==> config.mk <==
export PLATFORM = sky130hd
export DESIGN_NAME = mem_arbiter
export DESIGN_NICKNAME = d
export VERILOG_FILES = /design/src/rtl/mem_arbiter_pkg.sv /design/src/rtl/mem_byte_assemble.sv /design/src/rtl/mem_arbiter.sv
export SDC_FILE = /design/constraint.sdc
export NUM_CORES = 1
export LEC_CHECK = 0
export CAP_MARGIN = 20
export CORE_MARGIN = 2
export CORE_UTILIZATION = 44
export DETAILED_ROUTE_END_ITERATION = 7
export HOLD_SLACK_MARGIN = 0.15
export PLACE_DENSITY = 0.77
export SLEW_MARGIN = 20
export SYNTH_ARGS = -nofsm -noshare
export SYNTH_HDL_FRONTEND = slang
export SYNTH_SLANG_ARGS = --single-unit
export TNS_END_PERCENT = 5
==> constraint.sdc <==
create_clock -name clk -period 3.8 [get_ports clk]
set_input_delay 0.76 -clock clk [delete_from_list [all_inputs] [get_ports clk]]
set_output_delay 0.76 -clock clk [all_outputs]
set_load 0.02 [all_outputs]
==> src/rtl/mem_arbiter_pkg.sv <==
// -----------------------------------------------------------------------------
// mem_arbiter_pkg
//   Shared definitions for the byte-wide RAM arbiter:
//   - address / data / RAM lane widths
//   - arbiter state encoding
//   - mem_len codes (LEN_B / LEN_H / LEN_W; code 2'b11 behaves as LEN_W)
//   - Enable / Disable constants
//   - len_last(): converts a length code into the index of the last byte
// -----------------------------------------------------------------------------
package mem_arbiter_pkg;

  localparam int ADDR_W = 32;
  localparam int DATA_W = 32;
  localparam int RAM_W  = 8;
  localparam int LANES  = DATA_W / RAM_W;

  localparam logic ENABLE  = 1'b1;
  localparam logic DISABLE = 1'b0;

  typedef enum logic [1:0] {
    ST_IDLE   = 2'd0,
    ST_IF_RD  = 2'd1,
    ST_MEM_RD = 2'd2,
    ST_MEM_WR = 2'd3
  } arb_state_e;

  localparam logic [1:0] LEN_B = 2'b00;
  localparam logic [1:0] LEN_H = 2'b01;
  localparam logic [1:0] LEN_W = 2'b10;

  // Index of the final byte of an access (n-1).
  function automatic logic [1:0] len_last(input logic [1:0] len);
    case (len)
      LEN_B:   return 2'd0;
      LEN_H:   return 2'd1;
      default: return 2'd3;
    endcase
  endfunction

endpackage

==> src/rtl/mem_byte_assemble.sv <==
// -----------------------------------------------------------------------------
// mem_byte_assemble
//   Byte-lane capture register for little-endian read assembly. Each captured
//   RAM byte lands in lane cap_idx. The word output merges the byte being
//   captured this cycle, so the owner can register the complete word on the
//   same edge as the final capture. Lanes above 'last' read as zero.
//
// Ports
//   clk, rst  : clock, synchronous active-high reset
//   rdy       : global ready; no update while low
//   clear     : empty all lanes (start of a transaction)
//   cap_en    : capture din into lane cap_idx on this edge
//   cap_idx   : lane being captured
//   last      : index of the final byte of the access (n-1)
//   din       : RAM read byte
//   word      : assembled, zero-filled word (combinational)
// -----------------------------------------------------------------------------
module mem_byte_assemble
  import mem_arbiter_pkg::*;
(
  input  logic              clk,
  input  logic              rst,
  input  logic              rdy,
  input  logic              clear,
  input  logic              cap_en,
  input  logic [1:0]        cap_idx,
  input  logic [1:0]        last,
  input  logic [RAM_W-1:0]  din,
  output logic [DATA_W-1:0] word
);

  logic [LANES-1:0][RAM_W-1:0] lanes;

  // NOTE: this is a small data register, not a RAM, so it gets a reset like
  // any other flop; clearing it keeps stale bytes of a previous access from
  // ever reaching the outputs.
  always_ff @(posedge clk) begin
    if (rst) begin
      lanes <= '0;
    end else if (rdy) begin
      if (clear) begin
        lanes <= '0;
      end else if (cap_en) begin
        lanes[cap_idx] <= din;
      end
    end
  end

  always_comb begin
    word = '0;
    for (int i = 0; i < LANES; i++) begin
      if (i <= int'(last)) begin
        if (cap_en && int'(cap_idx) == i) begin
          word[i*RAM_W +: RAM_W] = din;
        end else begin
          word[i*RAM_W +: RAM_W] = lanes[i];
        end
      end
    end
  end

endmodule

==> src/rtl/mem_arbiter.sv <==
// -----------------------------------------------------------------------------
// mem_arbiter
//   Shares one byte-wide, synchronous-read RAM port between instruction fetch
//   (IF) and the MEM stage. Word/half/byte accesses are split into per-byte RAM
//   cycles; read bytes are assembled little-endian. Completion is signalled by
//   one-cycle done pulses, and stall requests are exported combinationally.
//   rdy low freezes every register mid-transfer without losing data.
//
//   Build option: define MEMARB_IF_ABORT_EN to let a MEM request abort an
//   in-flight IF read (IF restarts from byte 0 afterwards). Without it, MEM
//   waits for the IF read to complete.
//
// Ports
//   clk, rst        : clock, synchronous active-high reset
//   rdy             : global ready, low = freeze
//   if_req/if_addr  : IF word read request, held until if_done
//   if_done/if_data : completion pulse and fetched word
//   mem_req/mem_we/mem_len/mem_addr/mem_wdata : MEM load/store request
//   mem_done/mem_rdata : completion pulse and zero-extended load data
//   ram_a/ram_wr/ram_dout : RAM address, write enable, write byte (comb.)
//   ram_din         : RAM read byte, valid one cycle after its address
//   stallreq_if/stallreq_mem : req & ~done (comb.)
// -----------------------------------------------------------------------------
module mem_arbiter
  import mem_arbiter_pkg::*;
(
  input  logic              clk,
  input  logic              rst,
  input  logic              rdy,
  input  logic              if_req,
  input  logic [ADDR_W-1:0] if_addr,
  output logic              if_done,
  output logic [DATA_W-1:0] if_data,
  input  logic              mem_req,
  input  logic              mem_we,
  input  logic [1:0]        mem_len,
  input  logic [ADDR_W-1:0] mem_addr,
  input  logic [DATA_W-1:0] mem_wdata,
  output logic              mem_done,
  output logic [DATA_W-1:0] mem_rdata,
  output logic [ADDR_W-1:0] ram_a,
  output logic              ram_wr,
  output logic [RAM_W-1:0]  ram_dout,
  input  logic [RAM_W-1:0]  ram_din,
  output logic              stallreq_if,
  output logic              stallreq_mem
);

  arb_state_e                  state;
  logic [1:0]                  issue;      // next byte whose address is driven
  logic [1:0]                  capt;       // next byte lane to capture
  logic [1:0]                  last;       // index of final byte (n-1)
  logic                        issued_all; // final address already sampled by RAM
  logic [ADDR_W-1:0]           base;
  logic [LANES-1:0][RAM_W-1:0] wdata;

  logic              rd_state;
  logic              cap_en;
  logic              final_cap;
  logic              start_mem;
  logic              start_if;
  logic [1:0]        ram_off;
  logic [DATA_W-1:0] asm_word;

  assign stallreq_if  = if_req  & ~if_done;
  assign stallreq_mem = mem_req & ~mem_done;

  assign rd_state = (state == ST_IF_RD) || (state == ST_MEM_RD);

  // A byte is pending capture once its address was sampled one edge earlier:
  // either a later byte is already being issued, or the final issue happened.
  assign cap_en    = rd_state && ((issue > capt) || issued_all);
  assign final_cap = cap_en && (capt == last);

  // Acceptance. The done-cycle gap falls out of checking the done registers.
  always_comb begin
    start_mem = DISABLE;
    start_if  = DISABLE;
    if (state == ST_IDLE && !if_done && !mem_done) begin
      start_mem = mem_req;
      start_if  = if_req && !mem_req;
    end
`ifdef MEMARB_IF_ABORT_EN
    // A MEM request preempts an IF read unless that read completes this edge.
    if (state == ST_IF_RD && mem_req && !final_cap) begin
      start_mem = ENABLE;
    end
`endif
  end

  // RAM port. During a read freeze the address of the pending capture is
  // replayed so ram_din is valid again on the first cycle after rdy returns.
  assign ram_off = (rd_state && !rdy) ? capt : issue;

  // NOTE: every output of this block is given a default first, so no path
  // leaves a value unassigned and no latch is inferred.
  always_comb begin
    ram_a    = '0;
    ram_wr   = DISABLE;
    ram_dout = '0;
    case (state)
      ST_IF_RD, ST_MEM_RD: begin
        ram_a = base + {{(ADDR_W-2){1'b0}}, ram_off};
      end
      ST_MEM_WR: begin
        ram_a    = base + {{(ADDR_W-2){1'b0}}, issue};
        ram_dout = wdata[issue];
        ram_wr   = rdy;
      end
      default: ;
    endcase
    if (rst) ram_wr = DISABLE;
  end

  mem_byte_assemble u_assemble (
    .clk     (clk),
    .rst     (rst),
    .rdy     (rdy),
    .clear   (start_mem || start_if),
    .cap_en  (cap_en),
    .cap_idx (capt),
    .last    (last),
    .din     (ram_din),
    .word    (asm_word)
  );

  // NOTE: all state here is updated with non-blocking assignments so every
  // register samples the pre-edge values, independent of statement order.
  always_ff @(posedge clk) begin
    if (rst) begin
      state      <= ST_IDLE;
      issue      <= '0;
      capt       <= '0;
      last       <= '0;
      issued_all <= DISABLE;
      base       <= '0;
      wdata      <= '0;
      if_done    <= DISABLE;
      mem_done   <= DISABLE;
      if_data    <= '0;
      mem_rdata  <= '0;
    end else if (rdy) begin
      if_done  <= DISABLE;
      mem_done <= DISABLE;
      if (start_mem) begin
        state      <= mem_we ? ST_MEM_WR : ST_MEM_RD;
        base       <= mem_addr;
        last       <= len_last(mem_len);
        wdata      <= mem_wdata;
        issue      <= '0;
        capt       <= '0;
        issued_all <= DISABLE;
      end else if (start_if) begin
        state      <= ST_IF_RD;
        base       <= if_addr;
        last       <= len_last(LEN_W);
        issue      <= '0;
        capt       <= '0;
        issued_all <= DISABLE;
      end else begin
        case (state)
          ST_IF_RD, ST_MEM_RD: begin
            if (issue == last) issued_all <= ENABLE;
            else               issue      <= issue + 2'd1;
            if (cap_en) capt <= capt + 2'd1;
            if (final_cap) begin
              state <= ST_IDLE;
              if (state == ST_IF_RD) begin
                if_data <= asm_word;
                if_done <= ENABLE;
              end else begin
                mem_rdata <= asm_word;
                mem_done  <= ENABLE;
              end
            end
          end
          ST_MEM_WR: begin
            if (issue == last) begin
              state    <= ST_IDLE;
              mem_done <= ENABLE;
            end else begin
              issue <= issue + 2'd1;
            end
          end
          default: ;
        endcase
      end
    end
  end

endmodule

==> impl_metrics.yaml <==
critical_path:
  cp_max_fo: 3
  required_ps: 3040
  criticalPathCategory: "register to output pin"
  rrSetupSlack_ps: 1090
  reg2reg_depth: 7
  reg2reg_from: "capt[1]"
  critPathLaunch: "state[0]"
  crit_end: "ram_a[10]"
  worst_setup_path_start_kind: "register"
  r2r_end: "if_data[26]"
  crit_arrival_ps: 3040
  cp-end-kind: "output pin"
synth:
  ys_seq_area_share_pct: 43.6
  synthesis.area_um2: 7850
  synth_warnings: 0
  postSynthAreaPerCell_um2: 9.56
  synthTopCellsByCount: "dfxtp_1 (171), nor2_1 (90), nand2_1 (86)"
  netlist.area_leader.share_pct: 43.6
  synth_cells: 821
  synth_edf_count: 0
  syn-num-nets: 947
  yosys.area.top_type: "dfxtp_1"
  yosysMostFrequentCell: "dfxtp_1"
  synthTopCellsByArea: "dfxtp_1 (44%), o2bb2ai_1 (8.5%), mux2i_1 (8.3%)"
  synthFlopType: "dfxtp_1"
  synth-seq-cells: 171
  synthArstFlopShare_pct: 0
  synth_cell_types: 57
die:
  die_x_um: 138
  core_area_um2: 17400
  io_pins: 221
  rows: 48
  start_util_pct: 45.2
  dieArea_um2: 18900
  die_h_um: 138
clock_network:
  clockBufferDepth: 2
  clk_pin_slew_ps: 60
  clock_latency_ps: 430
  clkSinkCount: 171
  postCtsHoldBufs: 0
  cts_tree: "built"
  h-tree-depth: 4
  root_buffer: "clkbuf_16"
  cts_buffers: 17
drt:
  first_pass_iters: 5
  drt_iter0_markers: 462
  route.detailed.drc: 0
  viasPerCell: 5.49
  met1_length_um: 9740
  wire_per_inst_um: 17.3
  dr_wl_met2_um: 10500
  highest_layer: "met4"
  antenna_left: 0
  wl_um: 22100
  vias: 7028
  dr_wl_met3_um: 1410
status:
  status: "completed"
pwr:
  leakage_uw: 0.00410
  irDropWorstVdd_v: 0.000337
  fin_total_pwr_uw: 4310
  power_density_nw_per_um2: 393
global_route:
  grt_antenna_before_repair: 0
  grtUsageTotal_pct: 23.6
  grt_pass1_vias: 6797
  grt_pass1_wl_um: 34900
  grt_overflow: 0
  grt_max_degree: 57
min_path:
  min_from: "wdata[27]"
  hold_path_class: "register to register"
sta:
  fmax_mhz: 263
  worst_pin_slew_ps: 893
  rsz0062_at_grt: "yes"
  relSlewSlack_pct: 40.4
  clock_skew_ps: 11.8
  hold_violations: 0
  finalCritPeriodShare_pct: 100
  period_minus_slack_ps: 3800
  drv_slew: 0
  finalSetupViolCount: 0
layout:
  nets: 1168
  drive_gt1_share_pct: 14.4
  area.sequential_um2: 3430
  diodes: 0
  multi_input_area_um2: 4240
  n_fill_cell: 1468
  syn2layout_area_growth_pct: 39.9
  fin_area_um2: 11000
job:
  drv_cap: 0
placement:
  place.gp.congestion: 0.870
  dpl.hpwl_um: 15900
  placed_area_um2: 10400
  port_buffers: 220
==> worst max-delay path, cell delays in order (launching register included) <==
cell	delay, ps
dfxtp_2	330
buf_4	140
ha_4	170
nor3b_4	240
nand2_1	110
o21ai_2	70
ha_2	200
inv_2	40
fa_2	380
nor3_2	250
nand4_1	140
xor2_1	170
nor2_1	100
clkdlybuf4s15_2	290
==> state kept, by name, indices dropped and copies added, names as in the netlist, 2 cells and up <==
register and count:
base 32, capt 2, if_data 32, issue 2, last 2, mem_rdata 32, state 2, u_assemble.lanes 32
wdata 32
==> final cells by class <==
type                    count  area share, %
clock buffers              20           4.25
clock inverters            11           1.21
inverters                   9          0.307
multi-input cells         584           38.5
flip-flops and latches    171           31.2
well taps                 225           2.56
repair buffers            259           21.9
==> metrics by stage <==
stage / setup TNS [ps] / cells / util, % / setup slack [ps] / hold slack [ps]
2_1_floorplan: 0 / 821 / - / 73.6 / 432
3_3_place_gp: -17310 / 1245 / 59.6 / -653 / 439
3_5_place_dp: -18450 / 1245 / 59.6 / -670 / 446
4_1_cts: -247 / 1279 / 63.3 / -71.3 / 453
5_1_grt: -1550 / 1279 / 63.3 / -117 / 472
6_report: 0 / 1279 / 63.3 / 0.474 / 452
==> timing repair <==
item                       in CTS  in global routing
setup endpoints to repair      31                 30
gates cloned                    1                  0
setup buffers                   2                  0
pin swaps                      10                  6
gates resized for setup       139                 20
==> worst min-delay path by stage <==
stage | slack (ps) | cells after the start | to
2_1_floorplan | 430 | 1 | u_assemble.lanes[0]
3_3_place_gp | 440 | 2 | wdata[9]
3_5_place_dp | 450 | 2 | wdata[17]
4_1_cts | 450 | 2 | wdata[16]
5_1_grt | 470 | 2 | wdata[27]
6_report | 450 | 2 | wdata[27]
==> layout by cell type (no fill, tap or decap), drive strengths merged, types with 2 or more instances in the layout <==
cell type	n
nor2b	6
clkinv	3
nor3b	2
and3	3
and2	12
mux2i	65
a22oi	2
bufinv	2
buf	64
inv	13
xnor2	8
a21oi	51
and4	2
dlygate4sd2	2
nor2	96
nand3	15
a211oi	48
nor4	4
nand4	12
mux4	8
nand2	86
o2bb2ai	76
mux2	2
clkinvlp	2
dfxtp	171
nand2b	7
nor3	8
clkdlybuf4s50	187
xor2	26
o211ai	3
o21ai	7
clkbuf	24
a32oi	2
o2111ai	4
ha	13
a32o	4
==> logic make-up after synthesis <==
logic type,synth area share [%]
AND/OR/NAND/NOR,15.5
AO/OA/AOI/OAI,20.1
flip-flops,43.6
multiplexers,10.9
buffers and inverters,3.78
XOR/XNOR,3.79
adder cells (fa/ha/maj),2.33
==> report_power, final <==
part,switching [uW],leakage (uW),internal (uW)
Sequential,67.0,0.00139,1860
Combinational,334,0.00242,295
Clock,733,0.000290,1030
==> layer usage <==
layer	vias to the layer above	track usage (%)
li1	3425	-
met1	3324	30.7
met2	247	39.1
met3	32	5.26
met4	0	7.67
met5	-	0
No activity file was read; power rests on OpenSTA's default activity.
